===== config.mk =====
export PLATFORM = sky130hd
export DESIGN_NAME = uart_tx_flat
export DESIGN_NICKNAME = d
export VERILOG_FILES = /design/src/rtl/uart_pkg.sv /design/src/rtl/uart_tx_if.sv /design/src/rtl/uart_tx.sv /design/src/flat_wrapper.sv
export SDC_FILE = /design/constraint.sdc
export NUM_CORES = 1
export LEC_CHECK = 0
export CAP_MARGIN = 25
export CORE_UTILIZATION = 35
export CTS_BUF_LIST = sky130_fd_sc_hd__clkbuf_8
export CTS_CLUSTER_DIAMETER = 50
export DETAILED_ROUTE_END_ITERATION = 7
export PLACE_DENSITY = 0.6
export SYNTH_ARGS = -nofsm -noshare
export SYNTH_HDL_FRONTEND = slang
export SYNTH_SLANG_ARGS = --single-unit
export TNS_END_PERCENT = 10

===== constraint.sdc =====
create_clock -name rx_clk -period 2.37 [get_ports rx_clk]
set_input_delay 0.474 -clock rx_clk [delete_from_list [all_inputs] [get_ports rx_clk]]
set_output_delay 0.474 -clock rx_clk [all_outputs]
set_load 0.005 [all_outputs]

===== src/rtl/uart_pkg.sv =====
// Shared UART definitions: FSM encoding (common to receiver and transmitter),
// legal frame lengths and the parity rule.
package uart_pkg;

  typedef enum logic [2:0] {
    ST_IDLE   = 3'd0,
    ST_START  = 3'd1,
    ST_DATA   = 3'd2,
    ST_PARITY = 3'd3,
    ST_STOP1  = 3'd4,
    ST_STOP2  = 3'd5,
    ST_DONE   = 3'd6
  } uart_state_e;

  localparam int OVERSAMPLE_DEF = 16;
  localparam int LEN_MIN        = 5;
  localparam int LEN_MAX        = 8;

  // ptype=1 gives the XOR of the used data bits, ptype=0 its complement.
  function automatic logic uart_parity(input logic [7:0] data,
                                       input logic [3:0] length,
                                       input logic       ptype);
    logic acc;
    acc = 1'b0;
    for (int i = 0; i < 8; i++) begin
      if (i < int'(length)) acc = acc ^ data[i];
    end
    return ptype ? acc : ~acc;
  endfunction

  function automatic logic uart_len_legal(input logic [3:0] length);
    return (length >= 4'(LEN_MIN)) && (length <= 4'(LEN_MAX));
  endfunction

endpackage


===== src/rtl/uart_tx_if.sv =====
// Request/status bundle between a frame producer and the UART transmitter.
interface uart_tx_if;
  import uart_pkg::*;

  // tx_start is a level request sampled only while the transmitter is idle;
  // tx_busy low means the next tx_start edge is accepted (or rejected via tx_error).
  logic        tx_start;
  logic [7:0]  tx_data;
  logic [3:0]  length;
  logic        parity_en;
  logic        parity_type;
  logic        stop2;
  logic        tx;
  logic        tx_busy;
  logic        tx_done;
  logic        tx_error;
  uart_state_e state_dbg;

  modport master (
    output tx_start, tx_data, length, parity_en, parity_type, stop2,
    input  tx, tx_busy, tx_done, tx_error, state_dbg
  );

  modport slave (
    input  tx_start, tx_data, length, parity_en, parity_type, stop2,
    output tx, tx_busy, tx_done, tx_error, state_dbg
  );

endinterface


===== src/rtl/uart_tx.sv =====
// UART transmitter: start bit, 5-8 data bits LSB first, optional parity,
// 1 or 2 stop bits, each bit held for OVERSAMPLE clocks.
module uart_tx
  import uart_pkg::*;
#(
  parameter int   OVERSAMPLE = OVERSAMPLE_DEF,
  parameter logic IDLE_LEVEL = 1'b1
) (
  input  logic      rx_clk,
  input  logic      rst,
  uart_tx_if.slave  bus
);

  localparam logic [2:0] S_IDLE   = ST_IDLE;
  localparam logic [2:0] S_START  = ST_START;
  localparam logic [2:0] S_DATA   = ST_DATA;
  localparam logic [2:0] S_PARITY = ST_PARITY;
  localparam logic [2:0] S_STOP1  = ST_STOP1;
  localparam logic [2:0] S_STOP2  = ST_STOP2;
  localparam logic [2:0] S_DONE   = ST_DONE;

  localparam int TW = (OVERSAMPLE > 1) ? $clog2(OVERSAMPLE) : 1;

  logic [2:0]    state;
  logic [2:0]    state_nx;
  logic [TW-1:0] tick;
  logic [2:0]    bit_idx;
  logic [7:0]    data_q;
  logic [3:0]    len_q;
  logic          pen_q;
  logic          s2_q;
  logic          par_q;
  logic          tx_q;
  logic          busy_q;
  logic          done_q;
  logic          err_q;
  logic          line_lvl;
  logic          tick_last;
  logic          last_data;
  logic          accept;
  logic          reject;

  assign tick_last = (tick == TW'(OVERSAMPLE - 1));
  assign last_data = ({1'b0, bit_idx} == (len_q - 4'd1));
  assign accept    = (state == S_IDLE) && bus.tx_start && uart_len_legal(bus.length);
  assign reject    = (state == S_IDLE) && bus.tx_start && !uart_len_legal(bus.length);

  always_comb begin
    state_nx = state;
    case (state)
      S_IDLE:   if (accept)    state_nx = S_START;
      S_START:  if (tick_last) state_nx = S_DATA;
      S_DATA:   if (tick_last && last_data) state_nx = pen_q ? S_PARITY : S_STOP1;
      S_PARITY: if (tick_last) state_nx = S_STOP1;
      S_STOP1:  if (tick_last) state_nx = s2_q ? S_STOP2 : S_DONE;
      S_STOP2:  if (tick_last) state_nx = S_DONE;
      S_DONE:                  state_nx = S_IDLE;
      default:                 state_nx = S_IDLE;
    endcase
  end

  // Line level for the current state; registered into tx one clock later,
  // which is why the start bit shows up on the edge after acceptance.
  always_comb begin
    line_lvl = IDLE_LEVEL;
    case (state)
      S_START:  line_lvl = ~IDLE_LEVEL;
      S_DATA:   line_lvl = data_q[bit_idx];
      S_PARITY: line_lvl = par_q;
      default:  line_lvl = IDLE_LEVEL;
    endcase
  end

  always_ff @(posedge rx_clk) begin
    if (rst) begin
      state   <= S_IDLE;
      tick    <= '0;
      bit_idx <= '0;
      tx_q    <= IDLE_LEVEL;
      busy_q  <= 1'b0;
      done_q  <= 1'b0;
      err_q   <= 1'b0;
    end else begin
      state  <= state_nx;
      tx_q   <= line_lvl;
      busy_q <= (state != S_IDLE);
      done_q <= (state == S_DONE);
      err_q  <= reject;

      if (state == S_IDLE || state == S_DONE || tick_last) tick <= '0;
      else                                                  tick <= tick + TW'(1);

      if (state != S_DATA)  bit_idx <= '0;
      else if (tick_last)   bit_idx <= bit_idx + 3'd1;
    end
  end

  // Frame configuration is frozen at acceptance; parity is precomputed so the
  // PARITY state only has to drive a stored bit.
  always_ff @(posedge rx_clk) begin
    if (accept) begin
      data_q <= bus.tx_data;
      len_q  <= bus.length;
      pen_q  <= bus.parity_en;
      s2_q   <= bus.stop2;
      par_q  <= uart_parity(bus.tx_data, bus.length, bus.parity_type);
    end
  end

  assign bus.tx        = tx_q;
  assign bus.tx_busy   = busy_q;
  assign bus.tx_done   = done_q;
  assign bus.tx_error  = err_q;
  assign bus.state_dbg = uart_state_e'(state);

endmodule


===== src/flat_wrapper.sv =====
// flat-port wrapper written by rule: the top's interface ports become plain ports
module uart_tx_flat import uart_pkg::*;
#(
  parameter int   OVERSAMPLE = OVERSAMPLE_DEF,
  parameter logic IDLE_LEVEL = 1'b1
)
  (rx_clk, rst, bus_tx_start, bus_tx_data, bus_length, bus_parity_en, bus_parity_type, bus_stop2, bus_tx, bus_tx_busy, bus_tx_done, bus_tx_error, bus_state_dbg);
  uart_tx_if bus_i ();
  input  logic rx_clk;
  input  logic rst;
  input wire logic [$bits(bus_i.tx_start)-1:0] bus_tx_start;
  input wire logic [$bits(bus_i.tx_data)-1:0] bus_tx_data;
  input wire logic [$bits(bus_i.length)-1:0] bus_length;
  input wire logic [$bits(bus_i.parity_en)-1:0] bus_parity_en;
  input wire logic [$bits(bus_i.parity_type)-1:0] bus_parity_type;
  input wire logic [$bits(bus_i.stop2)-1:0] bus_stop2;
  output wire logic [$bits(bus_i.tx)-1:0] bus_tx;
  output wire logic [$bits(bus_i.tx_busy)-1:0] bus_tx_busy;
  output wire logic [$bits(bus_i.tx_done)-1:0] bus_tx_done;
  output wire logic [$bits(bus_i.tx_error)-1:0] bus_tx_error;
  output wire logic [$bits(bus_i.state_dbg)-1:0] bus_state_dbg;
  assign bus_i.tx_start = bus_tx_start;
  assign bus_i.tx_data = bus_tx_data;
  assign bus_i.length = bus_length;
  assign bus_i.parity_en = bus_parity_en;
  assign bus_i.parity_type = bus_parity_type;
  assign bus_i.stop2 = bus_stop2;
  assign bus_tx = bus_i.tx;
  assign bus_tx_busy = bus_i.tx_busy;
  assign bus_tx_done = bus_i.tx_done;
  assign bus_tx_error = bus_i.tx_error;
  assign bus_state_dbg = bus_i.state_dbg;
  uart_tx #(.OVERSAMPLE(OVERSAMPLE), .IDLE_LEVEL(IDLE_LEVEL)) u_core (.rx_clk(rx_clk), .rst(rst), .bus(bus_i));
endmodule

# Word-level counts from Yosys, hierarchy flattened
# Index checks and enable logic that the tools add are counted.
op_classes:
  muxes: 29
  n_reduce_logical: 13
  div_mod_pow: 0
  shift: 0
  n_addsub: 3
  bitwise_logic: 8
  multipliers: 0
  n_eq_ne: 15
  n_lt_le_gt_ge: 11
op_table:
  columns: ["op", "count"]
  rows:
  - ["3-bit 2-to-1 mux", 7]
  - ["1-bit 2-to-1 mux", 18]
  - ["3-bit case mux with 6 select lines", 1]
  - ["3-bit by 4-bit less-than comparator with 1-bit output, first input constant", 4]
  - ["2-bit by 1-bit inequality test with 1-bit output, second input constant", 6]
  - ["3-bit equality test, second input constant", 3]
  - ["1-bit by 4-bit less-than comparator with 1-bit output, first input constant", 2]
  - ["2-bit by 4-bit less-than comparator with 1-bit output, first input constant", 2]
  - ["1-bit XOR", 7]
  - ["3-bit by 2-bit equality test with 1-bit output, second input constant", 2]
  - ["6-bit AND reduction", 1]
  - ["1-bit logical AND", 5]
  - ["4-bit by 1-bit adder with 4-bit output, second input constant", 1]
  - ["3-bit by 4-bit equality test with 1-bit output", 1]
  - ["4-bit equality test, second input constant", 1]
  - ["4-bit by 3-bit greater-or-equal comparator with 1-bit output, second input constant", 1]
  - ["4-bit less-or-equal comparator, second input constant", 1]
  - ["3-bit by 4-bit less-than comparator with 1-bit output, second input constant", 1]
  - ["2-bit OR reduction", 2]
  - ["4-bit by 1-bit subtractor with 4-bit output, second input constant", 1]
  - ["3-bit by 1-bit adder with 3-bit output, second input constant", 1]
  - ["1-bit binary-select mux with 3-bit select", 1]
  - ["3-bit by 1-bit equality test with 1-bit output, second input constant", 1]
  - ["3-bit zero test", 1]
  - ["7 further kinds", 8]
totals:
  ramBits: 0
  out_inout_bits: 7
  latch_bits: 0
  mem_count: 0
  in_bits: 18
  romBits: 0
  regBits: 29

# Depth between registers and ports, before layout
depth:
  ltp_word: 27
  mapped_depth: 7
  mapped_depth_nobuf: 7

# Least setup slack after synthesis
# Ideal clock, no wire load.
synth_timing:
  kind: "input to register"
  startpoint: "input port bus_length[3]"
  endpoint: "register u_core.data_q[0] (enable)"
  setup_slack_ps: 65
  setup_ps: 388
  required_ps: 1982
  path_buffers: 1
  stages: 4
  arrival_ps: 1917
  path_cell_list: "buf_2 > or4b_1 > o21ai_1 > nor2b_1"
synth_via:
  elab_chain_cells: 3
  word_cells_on_any_way: 4
  classes_between: "order compare: 2; reduce/logical: 2"
synth_lines:
  columns: ["item", "line", "source"]
  rows:
  - ["start: declaration", "flat_wrapper.sv:13", "input wire logic [$bits(bus_i.length)-1:0] bus_length;"]
  - ["4-bit by 3-bit greater-or-equal comparator with 1-bit output or 4-bit less-or-equal comparator (tied branches)", "uart_pkg.sv:32", "return (length >= 4'(LEN_MIN)) && (length <= 4'(LEN_MAX));"]
  - ["1-bit logical AND *", "uart_pkg.sv:32", null]
  - ["1-bit logical AND *", "uart_tx.sv:45", "assign accept = (state == S_IDLE) && bus.tx_start && uart_len_legal(bus.length);"]
  - ["named net u_core.accept", "uart_tx.sv:40", "logic accept;"]
  - ["end signal: assignment", "uart_tx.sv:102", "data_q <= bus.tx_data;"]
  - ["end: declaration", "uart_tx.sv:28", "logic [7:0] data_q;"]
# The timed path passes the listed nets; every way through them passes the cells marked *.
# A chain may end at the register's enable or synchronous reset.

# Worst setup path after layout
layout_timing:
  startpoint: "input port bus_length[3]"
  endpoint: "register u_core.state[0], in the netlist u_core.bus.state_dbg[0]"
layout_via:
  elab_chain_cells: 5
  word_cells_on_any_way: 6
  classes_between: "order compare: 2; eq/ne: 1; reduce/logical: 3"
layout_lines:
  columns: ["item", "line", "source"]
  rows:
  - ["4-bit by 3-bit greater-or-equal comparator with 1-bit output or 4-bit less-or-equal comparator (tied branches)", "uart_pkg.sv:32", null]
  - ["1-bit logical AND *", "uart_pkg.sv:32", null]
  - ["1-bit logical AND *", "uart_tx.sv:45", null]
  - ["2-bit by 1-bit inequality test with 1-bit output (no line) *", null, null]
  - ["6-bit AND reduction (no line) *", null, null]
  - ["end signal: assignment", "uart_tx.sv:84", "state <= state_nx;"]
  - ["end: declaration", "uart_tx.sv:24", "logic [2:0] state;"]
# Every way passes the cells marked *; elsewhere a longest branch is shown, timed or not.

==> metrics.cfg <==
[placement]
place_congestion=0.692
place_ws_ns=0.0955
io_buffers=24
hpwl_um=1880

[detailed_routing]
dr.pass1.iters=4
wl_per_cell_um=11.7
wirelength_um=2380
num_vias=966
viasPerCell=4.74
ant_nets=0
drtIter0Drc=56
drc=0

[timing]
rsz0062_at_grt=no
report.final.hold_viol_count=0
timing.final.ws_setup_ns=0.392
fmax_mhz=506
max_slew.worst_pin.slew_ns=0.496
report.final.slew_viol_count=0
period_share_pct=83.5
fin_skew_ns=0.00479
relSlewSlack_pct=66.6
setup_viol=0
fin_crit_ns=1.98
tns_ns=0

[power]
vdd_drop_max_mv=0.235
p_per_area_nw_per_um2=827
power_uw=1490
p_leak_uw=0.000658

[setup_path]
cp.required_ns=2.58
criticalPathCategory=input port to register
cp_slowest_cell=clkdlybuf4s50_1
startpoint_type=input port
critical_path.max_stage_delay_ns=0.49
crit_arrival_ns=2.19
timing.rr.end=u_core.bus.state_dbg[2]
end_kind=register
worstPathCellList=clkdlybuf4s50_1, or4b_1, o21ai_1, nand2_1, a2111o_1, a21oi_1
rr_worst_depth=7
ff2ff_setup_slack_ns=0.40
worstPathMaxFanout=3
r2r_start=u_core.len_q[0]

[floorplan]
start_util_pct=37.4
core_area_sq_um=3770
die-width_um=65.4
die_y_um=65.4
rows=22
pin_count=25
die_area_sq_um=4280

[clock_network]
cts_resized=0
insertion_delay_ns=0.28
cts_root_buf=clkbuf_8
clockBufferDepth=2
cts_buffers=5
cts_tree=done
ctsHoldBuffers=0
h-tree-depth=2
clkTransAtPathRegs_ns=0.06
cts.sinks=29
post-cts-setup-buffers=0

[synthesis]
syn_area_sq_um=1410
synth_warnings=0
ys.flop_type=edfxtp_1
async_flop_share_pct=0
seq_area_frac_synth_pct=51.9
yosys.area.top_type=edfxtp_1
synth.area.top_cells=edfxtp_1 32%, dfxtp_1 20%, xnor2_1 5.6%, nor2_1 4.0%, mux4_1 3.7%
synth_top_area_share_pct=32.0
synth-seq-cells=29
synth.distinct_cells=36
synthCells=124
synth_common_cells=15 x edfxtp_1, 15 x nor2_1, 14 x dfxtp_1, 9 x xnor2_1, 8 x nand2_1
synth.net_count=145
syn_avg_cell_area_sq_um=11.4
synth_edf_count=15

[worst_hold_path]
hold_path_class=register to register
hold-path-endpoint=u_core.tick[0]
worstHoldStart=u_core.tick[0]
hold_depth=1

[global_routing]
grt_max_degree=16
grt_usage_pct=13.0
antenna_found_initial=0
grt_pass1_wl_um=3970
gr-total-overflow=0
grt_pass1_vias=915

[finish]
post_route_cells_drive_above_1_share_pct=7.69
nNetsFinal=176
postLayoutCoreUtil_pct=47.9
area_growth_pct=28.2
diodes=0

[job]
drv_cap=0

[status]
outcome=finished, final reports clean

layout make-up:
| cell class | count | area (sq um) |
|---|---|---|
| Timing Repair Buffer | 29 | 278 |
| Fill cell | 338 | 1970 |
| Sequential cell | 29 | 731 |
| Inverter | 5 | 18.8 |
| Clock inverter | 3 | 37.5 |
| Clock buffer | 5 | 68.8 |
| Multi-Input combinational cell | 85 | 612 |
| Tap cell | 48 | 60.1 |
routing by layer:
metal | part of all wire [%] | vias up | GRT usage, %
met5 | 0 | - | 0
met4 | 2.6 | 0 | 8.15
met3 | 5.5 | 8 | 5.21
met2 | 48 | 25 | 20.9
met1 | 44 | 424 | 14.2
li1 | - | 509 | -
metrics by stage:
step / instances / area [sq um] / hold WS (ns)
final: 204 / 1810 / 0.475
after global routing: 204 / 1810 / 0.495
after CTS: 204 / 1810 / 0.481
after detailed placement: 196 / 1700 / 0.474
after global placement: 196 / 1700 / 0.428
after floorplan: 124 / 1410 / 0.418
kinds of logic after synthesis:
| logic type | count (synthesis) | synth area share (%) |
|---|---|---|
| AO/OA/AOI/OAI | 18 | 8.08 |
| flip-flops | 29 | 51.9 |
| buffers and inverters | 10 | 4.71 |
| AND/OR/NAND/NOR | 42 | 15.1 |
| XOR/XNOR | 15 | 10.3 |
| multiplexers | 7 | 7.28 |
| adder cells (fa/ha/maj) | 3 | 2.66 |
critical path: cells and delay by family:
kind,cells,cell delay (ns)
AO/OA/AOI/OAI,3,0.68
buffers and inverters,1,0.49
AND/OR/NAND/NOR,2,0.54
flip-flops by register name, summed over array words and instances (netlist names):
register / count
u_core.bit_idx: 3
u_core.par_q: 1
u_core.len_q: 4
u_core.tick: 4
u_core.pen_q: 1
u_core.bus.tx_busy: 1
u_core.bus.state_dbg: 3
u_core.data_q: 8
u_core.bus.tx: 1
u_core.bus.tx_done: 1
u_core.bus.tx_error: 1
u_core.s2_q: 1
cell usage in the layout, fill, tap and decap left out, types with 7 or more instances in the layout:
cell,netlist,final
nand2_1,8,8
dfxtp_1,14,14
nor2_1,15,15
edfxtp_1,15,15
a21oi_1,7,7
xnor2_1,9,9
clkdlybuf4s50_1,0,24
how the worst max path moves through the flow:
stage	from	end	slack, ns	cells after the start
final	bus_length[3]	u_core.bus.state_dbg[0]	0.39	6
after global routing	u_core.len_q[0]	u_core.bus.state_dbg[2]	0.29	7
after CTS	u_core.len_q[0]	u_core.bus.state_dbg[2]	0.38	7
after detailed placement	bus_length[3]	u_core.bus.state_dbg[0]	0.1	6
after global placement	bus_length[3]	u_core.data_q[1]	0.11	5
after floorplan	bus_length[3]	u_core.data_q[0]	0.06	4
report_power, final:
| part | internal (uW) | switching [uW] | total, uW | leakage (uW) |
|---|---|---|---|---|
| logic | 197 | 161 | 358 | 0.000351 |
| clock network | 305 | 164 | 469 | 0.0000570 |
| registers | 599 | 67.8 | 667 | 0.000251 |
| total | 1100 | 393 | 1490 | 0.000658 |
(Power assumes the default switching activity.)
